`src/rtl/dbus_pkg.sv`:
```
// -----------------------------------------------------------------------------
// dbus_pkg
// Shared types and constants for the data-bus arbiter slice.
//   owner_t             : bus owner of a cycle (nobody, CPU m0, DMA m1)
//   RAMADDRBASE_DEFAULT : first address routed to memory; below it is IO space
//   MAXWAIT_DEFAULT     : denied m1 cycles tolerated before m1 is forced in
//   WCNT_MAX            : saturation value of the 8-bit wait counter
// -----------------------------------------------------------------------------
package dbus_pkg;

  typedef enum logic [1:0] {
    OWN_IDLE = 2'd0,
    OWN_M0   = 2'd1,
    OWN_M1   = 2'd2
  } owner_t;

  localparam logic [15:0] RAMADDRBASE_DEFAULT = 16'h2000;
  localparam int          MAXWAIT_DEFAULT     = 8;
  localparam logic [7:0]  WCNT_MAX            = 8'hFF;

endpackage

```
`src/rtl/dbus_region_steer.sv`:
```
// -----------------------------------------------------------------------------
// dbus_region_steer
// Splits the shared bus between the memory and IO regions.
//   clk, reset      : system clock, asynchronous active-high reset
//   dread_addr      : muxed read address of the granted access
//   dwrite_addr     : muxed write address of the granted access
//   dwrite_en       : muxed byte write enables (2'b00 when nobody is granted)
//   mem_dread_data  : memory read data, one cycle after the address
//   io_dread_data   : iosystem read data, one cycle after the address
//   mem_dwrite_en   : write enables gated to the memory region
//   io_dwrite_en    : write enables gated to the IO region
//   dread_data      : read data of last cycle's access, taken from its region
// -----------------------------------------------------------------------------
module dbus_region_steer
  import dbus_pkg::*;
#(
  parameter logic [15:0] RAMADDRBASE = RAMADDRBASE_DEFAULT
) (
  input  logic        clk,
  input  logic        reset,
  input  logic [15:0] dread_addr,
  input  logic [15:0] dwrite_addr,
  input  logic [1:0]  dwrite_en,
  input  logic [15:0] mem_dread_data,
  input  logic [15:0] io_dread_data,
  output logic [1:0]  mem_dwrite_en,
  output logic [1:0]  io_dwrite_en,
  output logic [15:0] dread_data
);

  logic rsel;
  logic write_is_mem;

  // Only one region ever sees the write enables; the other is held at zero.
  assign write_is_mem  = (dwrite_addr >= RAMADDRBASE);
  assign mem_dwrite_en = write_is_mem ? dwrite_en : 2'b00;
  assign io_dwrite_en  = write_is_mem ? 2'b00 : dwrite_en;

  // Slaves answer one cycle late, so remember which region this cycle's read
  // address pointed at and pick that slave's data on the following cycle.
  always_ff @(posedge clk or posedge reset) begin
    if (reset) begin
      rsel <= 1'b0;
    end else begin
      rsel <= (dread_addr >= RAMADDRBASE);
    end
  end

  assign dread_data = rsel ? mem_dread_data : io_dread_data;

endmodule

```
`src/rtl/dbus_arbiter.sv`:
```
// -----------------------------------------------------------------------------
// dbus_arbiter
// Shares the 16-bit data bus between the CPU (m0) and a DMA master (m1).
// m0 normally wins; m1 is forced in after MAXWAIT consecutive denied cycles;
// a master that owns the bus and asserts lock keeps it (atomic RMW).
//   clk, reset                    : system clock, async active-high reset
//   mN_req / mN_lock              : request, keep-ownership hint
//   mN_dread_addr / mN_dwrite_*   : master read address, write addr/data/enables
//   mN_gnt                        : combinational grant for this cycle
//   mN_dread_data / mN_rvalid     : read return for last cycle's granted access
//   dread_addr / dwrite_addr / dwrite_data : muxed bus to the slaves
//   mem_dwrite_en / io_dwrite_en  : region-gated write enables
//   mem_dread_data / io_dread_data: slave read data (1-cycle latency)
// -----------------------------------------------------------------------------
module dbus_arbiter
  import dbus_pkg::*;
#(
  parameter logic [15:0] RAMADDRBASE = RAMADDRBASE_DEFAULT,
  parameter int          MAXWAIT     = MAXWAIT_DEFAULT
) (
  input  logic        clk,
  input  logic        reset,
  input  logic        m0_req,
  input  logic        m0_lock,
  input  logic [15:0] m0_dread_addr,
  input  logic [15:0] m0_dwrite_addr,
  input  logic [15:0] m0_dwrite_data,
  input  logic [1:0]  m0_dwrite_en,
  output logic        m0_gnt,
  output logic [15:0] m0_dread_data,
  output logic        m0_rvalid,
  input  logic        m1_req,
  input  logic        m1_lock,
  input  logic [15:0] m1_dread_addr,
  input  logic [15:0] m1_dwrite_addr,
  input  logic [15:0] m1_dwrite_data,
  input  logic [1:0]  m1_dwrite_en,
  output logic        m1_gnt,
  output logic [15:0] m1_dread_data,
  output logic        m1_rvalid,
  output logic [15:0] dread_addr,
  output logic [15:0] dwrite_addr,
  output logic [15:0] dwrite_data,
  output logic [1:0]  mem_dwrite_en,
  output logic [1:0]  io_dwrite_en,
  input  logic [15:0] mem_dread_data,
  input  logic [15:0] io_dread_data
);

  localparam logic [7:0] MAXWAIT_W = 8'(MAXWAIT);

  owner_t      owner;
  owner_t      rown;
  owner_t      grant;
  logic [7:0]  wcnt;
  logic [1:0]  dwrite_en;
  logic [15:0] dread_data;

  // Priority: an owning master with lock keeps the bus (so an m0 RMW stays
  // atomic even when m1 is starved), then a starved m1, then m0, then m1.
  // Grant is forced off while reset is high so nothing reaches the slaves.
  always_comb begin
    grant = OWN_IDLE;
    if (reset) begin
      grant = OWN_IDLE;
    end else if (owner == OWN_M0 && m0_lock && m0_req) begin
      grant = OWN_M0;
    end else if (owner == OWN_M1 && m1_lock && m1_req) begin
      grant = OWN_M1;
    end else if (m1_req && wcnt >= MAXWAIT_W) begin
      grant = OWN_M1;
    end else if (m0_req) begin
      grant = OWN_M0;
    end else if (m1_req) begin
      grant = OWN_M1;
    end
  end

  assign m0_gnt = (grant == OWN_M0);
  assign m1_gnt = (grant == OWN_M1);

  // Owner and read-return owner both follow the grant; the wait counter only
  // accumulates while m1 is actually asking and being refused, and sticks at
  // its maximum rather than wrapping back under MAXWAIT.
  always_ff @(posedge clk or posedge reset) begin
    if (reset) begin
      owner <= OWN_IDLE;
      rown  <= OWN_IDLE;
      wcnt  <= 8'd0;
    end else begin
      owner <= grant;
      rown  <= grant;
      if (!m1_req || grant == OWN_M1) begin
        wcnt <= 8'd0;
      end else if (wcnt != WCNT_MAX) begin
        wcnt <= wcnt + 8'd1;
      end
    end
  end

  // Slave-side bus follows the granted master; an idle bus is driven to zero.
  always_comb begin
    dread_addr  = 16'h0000;
    dwrite_addr = 16'h0000;
    dwrite_data = 16'h0000;
    dwrite_en   = 2'b00;
    case (grant)
      OWN_M0: begin
        dread_addr  = m0_dread_addr;
        dwrite_addr = m0_dwrite_addr;
        dwrite_data = m0_dwrite_data;
        dwrite_en   = m0_dwrite_en;
      end
      OWN_M1: begin
        dread_addr  = m1_dread_addr;
        dwrite_addr = m1_dwrite_addr;
        dwrite_data = m1_dwrite_data;
        dwrite_en   = m1_dwrite_en;
      end
      default: begin
        dread_addr  = 16'h0000;
        dwrite_addr = 16'h0000;
        dwrite_data = 16'h0000;
        dwrite_en   = 2'b00;
      end
    endcase
  end

  dbus_region_steer #(
    .RAMADDRBASE(RAMADDRBASE)
  ) u_region_steer (
    .clk           (clk),
    .reset         (reset),
    .dread_addr    (dread_addr),
    .dwrite_addr   (dwrite_addr),
    .dwrite_en     (dwrite_en),
    .mem_dread_data(mem_dread_data),
    .io_dread_data (io_dread_data),
    .mem_dwrite_en (mem_dwrite_en),
    .io_dwrite_en  (io_dwrite_en),
    .dread_data    (dread_data)
  );

  // Both masters see the same returned data; rvalid says whose access it was,
  // which is last cycle's owner and not necessarily the current grant.
  assign m0_dread_data = dread_data;
  assign m1_dread_data = dread_data;
  assign m0_rvalid     = (rown == OWN_M0);
  assign m1_rvalid     = (rown == OWN_M1);

endmodule

```
`config.mk`:
```
export PLATFORM = sky130hd
export DESIGN_NAME = dbus_arbiter
export DESIGN_NICKNAME = d
export VERILOG_FILES = /design/src/rtl/dbus_pkg.sv /design/src/rtl/dbus_region_steer.sv /design/src/rtl/dbus_arbiter.sv
export SDC_FILE = /design/constraint.sdc
export NUM_CORES = 1
export LEC_CHECK = 0
export ABC_AREA = 0
export BUFFER_PORTS_ARGS = -buffer_cell sky130_fd_sc_hd__clkbuf_2
export CAP_MARGIN = 20
export CORE_MARGIN = 10
export CORE_UTILIZATION = 35
export CTS_BUF_LIST = sky130_fd_sc_hd__clkbuf_4
export DETAILED_ROUTE_END_ITERATION = 8
export HOLD_SLACK_MARGIN = 0.05
export PLACE_DENSITY = 0.9
export SLEW_MARGIN = 20
export SYNTH_ARGS = -nofsm -noshare
export SYNTH_HDL_FRONTEND = slang
export SYNTH_SLANG_ARGS = --single-unit
export TNS_END_PERCENT = 5
```
`constraint.sdc`:
```
create_clock -name clk -period 5.5 [get_ports clk]
set_input_delay 0.275 -clock clk [delete_from_list [all_inputs] [get_ports clk]]
set_output_delay 0.275 -clock clk [all_outputs]
set_load 0.01 [all_outputs]
```
# After elaboration in Yosys (flattened, before gate mapping)
# Cells that the tools add are included.
dict set report word_totals {
  elab_cells 35
  ff_bits 11
  out_inout_bits 88
  inputBits 138
}
dict set report op_classes {
  n_mux 15
  add_sub_neg 1
  n_eq_ne 5
  n_reduce_logical 8
  n_lt_le_gt_ge 3
}
# op n
set op_table {}
lappend op_table {{$pmux 16 s2} 3}
lappend op_table {{$ge 16x14->1 const B} 2}
lappend op_table {{$mux 16} 1}
lappend op_table {{$mux 2} 8}
lappend op_table {{$mux 8} 2}
lappend op_table {{$add 8x1->8 const B} 1}
lappend op_table {{$ge 8x4->1 const B} 1}
lappend op_table {{$ne 8x8->1 const B} 1}
lappend op_table {{$logic_and 1x1->1} 5}
lappend op_table {{$eq 2x1->1 const B} 2}
lappend op_table {{$eq 2x2->1 const B} 2}
lappend op_table {{$pmux 2 s2} 1}
lappend op_table {{$reduce_bool 2->1} 1}
lappend op_table {{$logic_not 1->1} 1}
lappend op_table {{$logic_or 1x1->1} 1}

# Logic depth before layout (Yosys ltp)
dict set report depth {
  word_depth 10
  ltp_mapped 9
}

# Modules after synthesis
# From an unflattened synthesis, not the netlist that was laid out.
dict set report hier_totals {
  cells_unflattened 225
  area_unflattened_um2 1712.9
}
# module seq_area_each_um2 cells_per_inst area_each_um2 n_inst
set modules_own_cells {}
lappend modules_own_cells {dbus_arbiter 250.2 200 1393.8 1}
lappend modules_own_cells {dbus_region_steer 25.0 25 319.1 1}

# Worst setup path after synthesis
# OpenSTA, ideal clock, no wires.
dict set report synth_path {
  kind {flip-flop to output port}
  startpoint {register rown[0] (netlist name)}
  endpoint {output io_dwrite_en[1]}
  t_required_ps 5225
  setup_slack_ps 3246
  path_stages_with_launch 9
  arrival_time_ps 1979
  path_cell_list {dfrtp_1 > nand4b_1 > a32oi_1 > a21oi_1 > ha_1 > buf_2 > a22oi_2 > a31oi_1 > nor3_1}
}
# element line
set synth_rtl {}
lappend synth_rtl {{end: declaration} dbus_arbiter.sv:45} ;# output logic [1:0] io_dwrite_en,

# Worst setup path after layout
dict set report layout_path {
  startpoint {input reset}
  endpoint {output io_dwrite_en[0]}
}
dict set report layout_via {
  elab_chain_cells 5
  elab_cells_between_ends 7
}
# element line
set layout_lines {}
lappend layout_lines {{start: declaration} dbus_arbiter.sv:22} ;# input logic reset,
lappend layout_lines {{$mux 2 *} dbus_arbiter.sv:64} ;# if (reset) begin
lappend layout_lines {{net grant[0]} dbus_arbiter.sv:54} ;# owner_t grant;
lappend layout_lines {{$eq 2x2->1 / $eq 2x1->1 (equally long branches)} dbus_arbiter.sv:107} ;# case (grant)
lappend layout_lines {{$pmux 16 s2} dbus_arbiter.sv:107}
lappend layout_lines {{$ge 16x14->1} dbus_region_steer.sv:35} ;# assign write_is_mem = (dwrite_addr >= RAMADDRBASE);
lappend layout_lines {{$mux 2 *} dbus_region_steer.sv:37} ;# assign io_dwrite_en = write_is_mem ? 2'b00 : dwrite_en;
# The timed path passes the listed nets; every way through them passes the cells marked *.

==> flow_summary_export.csv <==
group,metric,value,unit
synthesis,synth_top_area_cell,"a22oi_1",
timing,final.period_utilization,63.03,%
routing,post_drt_wl_per_cell,18.24,um
synthesis,synth.ff_latch_count,11,
min_path,whs_path_depth,2,
clock_tree,cts.sinks,11,
grt,grt_max_degree,55,
cells_and_area,fin_nets,559,
timing,drv_slew,0,
timing,layout_min_cycle_time,3467,ps
run_status,status,"complete, no violations",
floorplanning,ios,226,
critical_path,reg2regPathDepth,6,
timing,fmax,288.5,MHz
power_and_ir_drop,powerDensity,125.1,nW/um2
cells_and_area,fillers,440,
clock_tree,clockBufferDepth,2,
clock_tree,ctsResizeCount,0,
critical_path,cp.arrival,3190,ps
clock_tree,ctsRootBufferMaster,"clkbuf_4",
synthesis,syn-num-nets,366,
grt,grt_use_total,19.04,%
synthesis,synth_cell_types,34,
routing,viasPerCell,5.353,
floorplanning,die_x,89.01,um
routing,routed_wl,8575,um
run,cap_violations,0,
synthesis,syn-mean-instance-area,7.440,um2
cells_and_area,layout_common_cells,"clkbuf_2, nor2_1, a22oi_1, mux2_2, dfrtp_1",
timing,finalSetupViolations,0,
cells_and_area,final_area,2666,um2
synthesis,netlist_instances,224,
synthesis,ys_seq_area_share,16.52,%
cells_and_area,syn2layout_area_growth,59.99,%
synthesis,synthTopCellsByArea,"a22oi_1, dfrtp_1, nor2_1",
power_and_ir_drop,peakVddDrop,0.00005638,V
synthesis,syn_area,1667,um2
routing,first_iter_violations,108,
synthesis,synth_top_area_share,22.07,%
routing,vias,2516,
critical_path,worstPathRequired,5220,ps
critical_path,startpoint_type,"input port",
clock_tree,clk_pin_slew_worst_paths,70,ps
cells_and_area,drive_gt1_share,60.82,%
place,io_buffers,225,
clock_tree,cts_buffers,3,
floorplanning,start_util,35.76,%
min_path,hold_class,"in2reg",
synthesis,ys.warnings.count,0,
timing,rsz0062_at_grt,"false",
routing,drc,0,
grt,antenna_found_initial,0,
routing,postRouteAntennaNets,0,
floorplanning,die_y,89.01,um
clock_tree,clock_latency,270,ps
timing,fin_setup_tns,0,ps
floorplanning,die-area,7922,um2
timing,slew_headroom,36.28,%
cells_and_area,num_antenna_cells,0,
floorplanning,rows,25,
grt,first_global_vias,2597,
cells_and_area,final_common_cell,"clkbuf_2",
clock_tree,cts_tree,"yes",
critical_path,crit_fanout,52,
grt,grt_first_pass_wirelength,12350,um
floorplanning,core_area,4661,um2
place,hpwl,7390,um
clock_tree,ctsHtreeMaxLevel,1,
critical_path,crit_type,"in2out",
timing,finalClockSkew,7.329,ps
critical_path,endpoint_kind,"output pin",
grt,grt_overflow,0,
power_and_ir_drop,p_leak,1.465,nW
place,placed_cell_area,2626,um2
routing,first_pass_iters,4,
timing,worst_pin_slew,955.8,ps
timing,final_hold_viol_count,0,
place,finalWeightedCongestion,0.7957,
-- per-stage QoR --
step / util [%] / std cells / power, mW / setup slack, ps / hold WS (ps)
6_report: 57.21 / 470 / 0.3335 / 2033 / 268.3
5_1_grt: 57.21 / 470 / 0.3592 / 1687 / 286.7
4_1_cts: 57.21 / 470 / 0.3357 / 2007 / 268.4
3_5_place_dp: 56.35 / 465 / 0.2761 / 2561 / 291.1
3_3_place_gp: 56.35 / 465 / 0.2716 / 2648 / 278.1
2_1_floorplan: - / 224 / 0.1956 / 3246 / 135.5
-- repair_timing --
action | 4_1_cts | 5_1_grt
hold endpoints to repair | 11 | 0
hold buffers | 1 | 0
setup buffers | 0 | 0
-- final timing paths --
path,from,to,slack [ps]
worst max register to register,rown[0]$_DFF_PP0_,wcnt[0]$_DFFE_PP0P_,2960
worst min register to register,wcnt[2]$_DFFE_PP0P_,wcnt[2]$_DFFE_PP0P_,590
worst min-delay path,m1_req,rown[0]$_DFF_PP0_,270
min in group asynchronous,reset,rown[1]$_DFF_PP0_,550
max in group asynchronous,reset,wcnt[0]$_DFFE_PP0P_,4640
worst max-delay path,reset,io_dwrite_en[0],2030
-- routing by layer --
metal | vias up | track usage [%] | share of wire, %
met5 | - | 0 | 0
met4 | 0 | 4.335 | 1.1
met3 | 11 | 7.840 | 15
met2 | 174 | 35.37 | 51
met1 | 1133 | 19.39 | 33
li1 | 1198 | - | -
-- cells in the mapped netlist, drive strengths merged --
| master | n |
|---|---|
| a32oi | 1 |
| nand2 | 3 |
| nand4b | 1 |
| nor2 | 49 |
| o21ai | 6 |
| nand3 | 4 |
| nor2b | 4 |
| a311oi | 3 |
| nand4 | 1 |
| and4 | 1 |
| mux2 | 16 |
| ha | 4 |
| a31oi | 6 |
| o21a | 1 |
| nor4b | 1 |
| a21o | 1 |
| nor3b | 1 |
| clkbuf | 5 |
| nor3 | 7 |
| and4b | 1 |
| and3 | 4 |
| a22oi | 50 |
| dfrtp | 11 |
| a21oi | 4 |
| nand2b | 1 |
| a41oi | 1 |
| inv | 4 |
| buf | 33 |
-- registers in the layout, indices dropped and copies added (netlist names) --
name,flops
wcnt,8
rown,2
u_region_steer.rsel,1
-- worst max-delay path: stages --
cell	delay, ps
dlygate4sd3_1	540
clkbuf_2	110
inv_1	330
nand2_1	130
a21oi_1	200
ha_2	840
a22oi_1	210
a31oi_1	270
nor3_1	80
clkbuf_2	180
-- kinds of logic after synthesis --
logic type	Yosys count	share of synthesized area [%]
mux	16	10.81
fa+ha+maj	4	3.003
simple gates	78	22.45
compound gates	73	31.98
flops	11	16.52
buf+inv	42	15.24
-- area by class of cell --
cell class / instances / area (um2) / share of cell area [%]
Clock buffer: 4 / 30.03 / 1.126
Inverter: 4 / 15.01 / 0.5631
Multi-Input combinational cell: 171 / 1142 / 42.84
Sequential cell: 11 / 275.3 / 10.32
Tap cell: 54 / 67.56 / 2.534
Timing Repair Buffer: 226 / 1136 / 42.61
-- report_power, final --
part,internal [mW],switching (mW),total [mW]
clock,0.0330,0.0265,0.0596
sequential,0.0839,0.00753,0.0914
combinational,0.0873,0.0952,0.183
Note: power is estimated with default switching activity, not from simulation.
